## src/rtl/alu_seq.sv

```systemverilog
// rtl/alu_seq.sv - registered 8-op ALU with valid/ready handshakes and an iterative logical right shift
//
// Purpose:
//   Sits between operand fetch and result writeback. Accepts one operation per
//   handshake, computes it at WIDTH+1 bits, and holds the result and its flags
//   in output registers until the consumer takes them. SHR with a non-zero
//   amount runs one bit per cycle in the SHIFT state.
//
// Ports:
//   clk        rising-edge clock
//   rst_n      asynchronous active-low reset
//   in_valid   operands/opcode valid
//   in_ready   block can accept an operation this cycle
//   op         000 ADD, 001 SUB, 010 INC, 011 DEC, 100 AND, 101 OR, 110 XOR, 111 SHR
//   a, b       operands (b[SHW-1:0] is the shift amount for SHR)
//   out_valid  result registers hold a valid result
//   out_ready  consumer takes the result
//   result     {carry/no-borrow, value}
//   zero       value == 0
//   neg        value msb
//   ovf        two's-complement overflow (arithmetic ops only)

module alu_seq #(
    parameter int WIDTH = 4,
    parameter int SHW   = $clog2(WIDTH)
) (
    input  logic             clk,
    input  logic             rst_n,
    input  logic             in_valid,
    output logic             in_ready,
    input  logic [2:0]       op,
    input  logic [WIDTH-1:0] a,
    input  logic [WIDTH-1:0] b,
    output logic             out_valid,
    input  logic             out_ready,
    output logic [WIDTH:0]   result,
    output logic             zero,
    output logic             neg,
    output logic             ovf
);

    localparam logic [2:0] OP_ADD = 3'b000;
    localparam logic [2:0] OP_SUB = 3'b001;
    localparam logic [2:0] OP_INC = 3'b010;
    localparam logic [2:0] OP_DEC = 3'b011;
    localparam logic [2:0] OP_AND = 3'b100;
    localparam logic [2:0] OP_OR  = 3'b101;
    localparam logic [2:0] OP_XOR = 3'b110;
    localparam logic [2:0] OP_SHR = 3'b111;

    localparam logic [WIDTH:0] ONE_X  = {{WIDTH{1'b0}}, 1'b1};
    localparam logic [WIDTH:0] ONES_X = {1'b0, {WIDTH{1'b1}}};

    typedef enum logic {
        IDLE  = 1'b0,
        SHIFT = 1'b1
    } state_t;

    state_t           state, state_nx;
    logic [WIDTH-1:0] work, work_nx;
    logic [SHW-1:0]   cnt, cnt_nx;
    logic [SHW-1:0]   amt;
    logic             accept;

    logic [WIDTH:0]   alu_res;
    logic             alu_ovf;
    logic [WIDTH:0]   a_x, b_x, nb_x;

    logic             wr;
    logic [WIDTH:0]   wr_res;
    logic             wr_ovf;
    logic             out_valid_nx;

    assign amt = b[SHW-1:0];

    // Single-cycle datapath for every op. SHR only reaches the output through
    // this path when its amount is zero; non-zero amounts go through SHIFT.
    always_comb begin
        a_x     = {1'b0, a};
        b_x     = {1'b0, b};
        nb_x    = {1'b0, ~b};
        alu_res = '0;
        alu_ovf = 1'b0;
        case (op)
            OP_ADD: begin
                alu_res = a_x + b_x;
                alu_ovf = (a[WIDTH-1] == b[WIDTH-1]) && (alu_res[WIDTH-1] != a[WIDTH-1]);
            end
            OP_SUB: begin
                alu_res = a_x + nb_x + ONE_X;
                alu_ovf = (a[WIDTH-1] != b[WIDTH-1]) && (alu_res[WIDTH-1] != a[WIDTH-1]);
            end
            OP_INC: begin
                alu_res = a_x + ONE_X;
                // Addend +1 is non-negative: overflow only crossing into the sign bit.
                alu_ovf = !a[WIDTH-1] && alu_res[WIDTH-1];
            end
            OP_DEC: begin
                alu_res = a_x + ONES_X;
                // Subtrahend +1 is non-negative: overflow only when the most
                // negative value wraps to positive.
                alu_ovf = a[WIDTH-1] && !alu_res[WIDTH-1];
            end
            OP_AND:  alu_res = {1'b0, a & b};
            OP_OR:   alu_res = {1'b0, a | b};
            OP_XOR:  alu_res = {1'b0, a ^ b};
            OP_SHR:  alu_res = {1'b0, a >> amt};
            default: alu_res = '0;
        endcase
    end

    // The slot is free when nothing is held or the held result leaves this cycle.
    assign in_ready = rst_n && (state == IDLE) && (!out_valid || out_ready);
    assign accept   = in_valid && in_ready;

    always_comb begin
        state_nx = state;
        work_nx  = work;
        cnt_nx   = cnt;
        wr       = 1'b0;
        wr_res   = alu_res;
        wr_ovf   = alu_ovf;
        case (state)
            IDLE: begin
                if (accept) begin
                    if ((op == OP_SHR) && (amt != '0)) begin
                        state_nx = SHIFT;
                        work_nx  = a;
                        cnt_nx   = amt;
                    end else begin
                        wr = 1'b1;
                    end
                end
            end
            SHIFT: begin
                work_nx = work >> 1;
                cnt_nx  = cnt - 1'b1;
                // The cycle with count==1 performs the last shift and publishes it.
                if (cnt == SHW'(1)) begin
                    wr       = 1'b1;
                    wr_res   = {1'b0, work >> 1};
                    wr_ovf   = 1'b0;
                    state_nx = IDLE;
                end
            end
            default: state_nx = IDLE;
        endcase
        // A new write keeps out_valid high even when the old result drains now.
        out_valid_nx = wr ? 1'b1 : (out_ready ? 1'b0 : out_valid);
    end

    always_ff @(posedge clk or negedge rst_n) begin
        if (!rst_n) begin
            state     <= IDLE;
            work      <= '0;
            cnt       <= '0;
            out_valid <= 1'b0;
            result    <= '0;
            zero      <= 1'b0;
            neg       <= 1'b0;
            ovf       <= 1'b0;
        end else begin
            state     <= state_nx;
            work      <= work_nx;
            cnt       <= cnt_nx;
            out_valid <= out_valid_nx;
            if (wr) begin
                result <= wr_res;
                zero   <= (wr_res[WIDTH-1:0] == '0);
                neg    <= wr_res[WIDTH-1];
                ovf    <= wr_ovf;
            end
        end
    end

endmodule

```

## config.mk

```make
export PLATFORM = sky130hd
export DESIGN_NAME = alu_seq
export DESIGN_NICKNAME = d
export VERILOG_FILES = /design/src/rtl/alu_seq.sv
export SDC_FILE = /design/constraint.sdc
export NUM_CORES = 1
export LEC_CHECK = 0
export ABC_AREA = 1
export CORE_MARGIN = 2
export CORE_UTILIZATION = 25
export CTS_CLUSTER_DIAMETER = 30
export DETAILED_ROUTE_END_ITERATION = 10
export HOLD_SLACK_MARGIN = 0.1
export PLACE_DENSITY = 0.43
export REMOVE_ABC_BUFFERS = 1
export SYNTH_ARGS = -nofsm -noshare
export SYNTH_HDL_FRONTEND = slang
export SYNTH_SLANG_ARGS = --single-unit
```

## constraint.sdc

```tcl
create_clock -name clk -period 1.83 [get_ports clk]
set_input_delay 0.366 -clock clk [delete_from_list [all_inputs] [get_ports clk]]
set_output_delay 0.366 -clock clk [all_outputs]
set_load 0.1 [all_outputs]
```

-- Word-level counts from Yosys, hierarchy flattened
Cells that the tools add are included.
- output and inout bits: 10
- logic and storage cells: 73
- input port bits: 15
- bits in registers: 16
- reduce and logical (&&, ||, !) cells: 17
- shift operators: 1
- add/subtract/negate cells: 6
- bitwise gates (word level): 5
- multiplexer cells: 22
- eq/ne operators: 14
- operator list (operator ; count):
    case mux 5 bit (8 select lines) ; 1
    == test 3 bit (second input constant) ; 4
    adder 4 x 4 -> 5 bit ; 2
    2-to-1 mux 1 bit ; 10
    2-to-1 mux 5 bit ; 2
    logical AND 1 bit ; 8
    2-to-1 mux 4 bit ; 2
    case mux 4 bit (2 select lines) ; 1
    == test 3 x 2 -> 1 bit (second input constant) ; 2
    adder 4 x 1 -> 5 bit (second input constant) ; 1
    adder 4 x 4 -> 5 bit (second input constant) ; 1
    adder 5 x 1 -> 5 bit (second input constant) ; 1
    bitwise AND 4 bit ; 1
    logical NOT 4 bit ; 1
    2-to-1 mux 2 bit ; 2
    NOT 4 bit ; 1
    OR 4 bit ; 1
    case mux 1 bit (2 select lines) ; 2
    case mux 1 bit (4 select lines) ; 1
    case mux 2 bit (2 select lines) ; 1
    nonzero test 2 bit ; 2
    right shift 4 x 2 -> 4 bit ; 1
    XOR 4 bit ; 1
    == test 3 x 1 -> 1 bit (second input constant) ; 1
    11 further kinds ; 15

-- Logic depth before layout (Yosys ltp)
- depth after elaboration: 8
- mapped depth: 13
- mapped depth without buffers: 13

-- Worst setup path before layout
OpenSTA, ideal clock, no wires.
- path type: reg2out
- start point: register out_valid
- end point: output port in_ready
- path buffers: 0
- required time: 1.464 ns
- cell stages (with the launch flop): 4
- slack: -0.878 ns
- data arrival time: 2.342 ns
- cells stage by stage: dfrtp_1 nand2_1 nand2_1 nor2_1
- longest elaborated chain between the ends: 3
- ends and longest elaborated chain (item ; RTL line ; RTL):
    start: declaration ; 34 ; output logic out_valid,
    start signal: assignment ; 166 ; out_valid <= out_valid_nx;
    logical NOT 1 bit ; 113 ; assign in_ready = rst_n && (state == IDLE) && (!out_valid || out_ready);
    logical OR 1 bit ; 113 ;
    logical AND 1 bit ; 113 ;
    end: declaration ; 30 ; output logic in_ready,
No other way between the ends.

-- Worst setup path in the final report
- start point: input port out_ready
- end point: output port in_ready
- longest elaborated chain between the ends: 2
- ends and longest elaborated chain (item ; RTL line ; RTL):
    start: declaration ; 35 ; input logic out_ready,
    logical OR 1 bit ; 113 ;
    logical AND 1 bit ; 113 ;
No other way between the ends.

==> run_results.csv <==
group,metric,value,unit
synthesis,ys_top_cells_by_count,"nand2_1 (62), nor2_1 (35), inv_1 (23)",
clocking,worstSkewPairLatency,0.25,ns
final_layout,antenna_cells,0,
synthesis,ys_ff_latch,14,
clocking,clockBufferDepth,2,
final_layout,drive_gt1_share,35.90,%
sta,tightest_slew,0.3188,ns
global_routing,track_usage,14.13,%
routing,via_per_inst,4.589,
final_layout,fin_nets,348,
sta,rsz0062_at_grt,"yes",
sta,tns,0,ns
worst_hold_path,hp-class,"reg -> reg",
critical_path,crit_type,"in -> out",
clocking,clockRootBuffer,"clkbuf_8",
pwr,irDropWorstVdd,1.043,mV
floorplanning,start_util,25.67,%
critical_path,cp.arrival,1.38,ns
routing,postRouteAntennaNets,0,
floorplanning,die_area,7105,µm²
sta,setup_violations,0,
place,preCtsSetupSlack,-0.5902,ns
floorplanning,dieHeight,84.29,µm
sta,clock.fmax,571.6,MHz
synthesis,syn_area,1612,µm²
synthesis,netlist_top_cells_area,"dfrtp_1 (22%), nand2_1 (14%), ha_1 (13%)",
floorplanning,fp-row-count,29,
routing,drc,0,
clocking,cts_sinks,14,
sta,holdWs,0.5094,ns
routing,vias,1785,
floorplanning,die_w,84.29,µm
routing,routedWlPerCell,12.44,µm
critical_path,crit_path_end_kind,"output pin",
place,portBuffers,24,
global_routing,grt_antenna_before_repair,0,
synthesis,yosysTopAreaCellShare,21.74,%
synthesis,syn_area_per_cell,6.687,µm²
global_routing,grt.overflow.total,0,
clocking,cts_buffers,3,
run_status,outcome,"finished clean",
synthesis,synthCells,241,
clocking,htree_levels,1,
final_layout,fillerInstances,669,
routing,drt-initial-drc-count,64,
critical_path,critPathLaunchType,"input pin",
flow_run,cap_violations,0,
synthesis,ys_async_sr_fraction,100.0,%
sta,finalHoldViolCount,0,
sta,period_needed,1.750,ns
synthesis,ys_dominant_reg_cell,"dfrtp_1",
global_routing,grt_first_pass_wirelength,8086,µm
sta,layout_setup_ws,0.08047,ns
global_routing,grt_max_degree,13,
floorplanning,coreArea,6277,µm²
critical_path,critical_path.max_fanout,3,
synthesis,synth_edf_count,0,
critical_path,required,1.46,ns
clocking,cts_tree,"yes",
sta,finClkSkew,0.004091,ns
pwr,power,0.002715,W
pwr,leakage,1.311,nW
sta,slew_viol_final,0,
place,gp_congestion,0.8777,
synthesis,synth-seq-area-share,21.74,%
pwr,p_per_area,1068,nW/µm²
clocking,ctsHoldBuffers,0,
global_routing,grt_pass1_vias,1717,
sta,fin_crit_sh,95.60,%
place,dp_hpwl,4054,µm
synthesis,yosysWarningCount,0,
routing,dr.pass1.iters,4,
routing,wl,4841,µm
synthesis,yosysMostFrequentCell,"nand2_1",
floorplanning,io_pins,25,
clocking,cts.reportedPaths.clkPinSlew,0.06,ns
sta,slew-limit-headroom,78.47,%
synthesis,ys_types,34,
final_layout,synthToLayoutAreaGrowth,57.76,%
synthesis,synth_top_area_cell,"dfrtp_1",
## worst max-delay path, stage by stage
cell and delay [ns]:
clkdlybuf4s50_1 0.46, inv_1 0.04, nand2_1 0.13, nand2_1 0.08
nor2_2 0.13, buf_12 0.19
## report_power, final
group	internal (W)	switching, W
sequential	0.000445	0.000139
combinational	0.000723	0.00116
clock	0.000146	0.000106
total	0.00131	0.00140
## path summary, 6_finish.rpt
check / cells after the start / end / slack [ns] / from
max: 6 / in_ready / 0.08 / out_ready
min: 1 / cnt[0] / 0.51 / cnt[0]
max reg2reg: 8 / zero / 0.40 / cnt[0]
min reg2reg: 1 / cnt[0] / 0.51 / cnt[0]
max in group asynchronous: 2 / ovf / 1.11 / rst_n
min in group asynchronous: 2 / work[1] / 0.54 / rst_n
## metal layers
layer | share of wire (%) | wire (µm) | global-route usage (%)
met5 | 0 | 0 | 0
met4 | 2.6 | 124 | 5.425
met3 | 3.9 | 190 | 1.573
met1 | 46 | 2207 | 17.62
met2 | 48 | 2319 | 24.89
## registers in the layout (all words and copies together), names as in the netlist
register	cells
work	3
cnt	2
state	1
out_valid	1
result	5
ovf	1
zero	1
## repair_timing
action,in CTS,in global routing
resized for setup,25,19
endpoints found under the setup margin,6,6
setup buffers,0,1
pin swaps,10,11
## area by class of cell
cell class / count / area [µm²] / share of cell area, %
Tap cell: 77 / 96.34 / 3.789
Multi-Input combinational cell: 186 / 1179 / 46.36
Inverter: 35 / 138.9 / 5.463
Sequential cell: 14 / 350.3 / 13.78
Timing Repair Buffer: 74 / 737.0 / 28.99
Clock buffer: 3 / 41.29 / 1.624
## kinds of logic after synthesis
| kind of cell | share of synthesized area, % |
|---|---|
| buffers and inverters | 11.26 |
| adders and majority gates | 15.68 |
| xor gates and xnor gates | 1.087 |
| AOI/OAI and AO/OA | 11.26 |
| and+or+nand+nor | 38.98 |
| DFF | 21.74 |
## metrics by stage
step                area, µm²  util, %  cells
floorplan                1567        -    235
global placement         2396    38.17    385
detailed placement       2396    38.17    385
CTS                      2496    39.76    388
global route             2542    40.50    389
finish                   2542    40.50    389
## cell usage in the layout, fill, tap and decap left out, types with 5 or more instances in the layout
cell	n
o21ai_1	6
nand3_1	18
inv_1	19
dfrtp_1	14
nand2_1	60
a21oi_1	5
nor2_1	31
ha_1	13
buf_4	45
nor2_2	6
nand4_1	7
clkdlybuf4s50_1	7
inv_2	14
o21ai_0	5
buf_12	12
No activity file was read; power rests on OpenSTA's default activity.
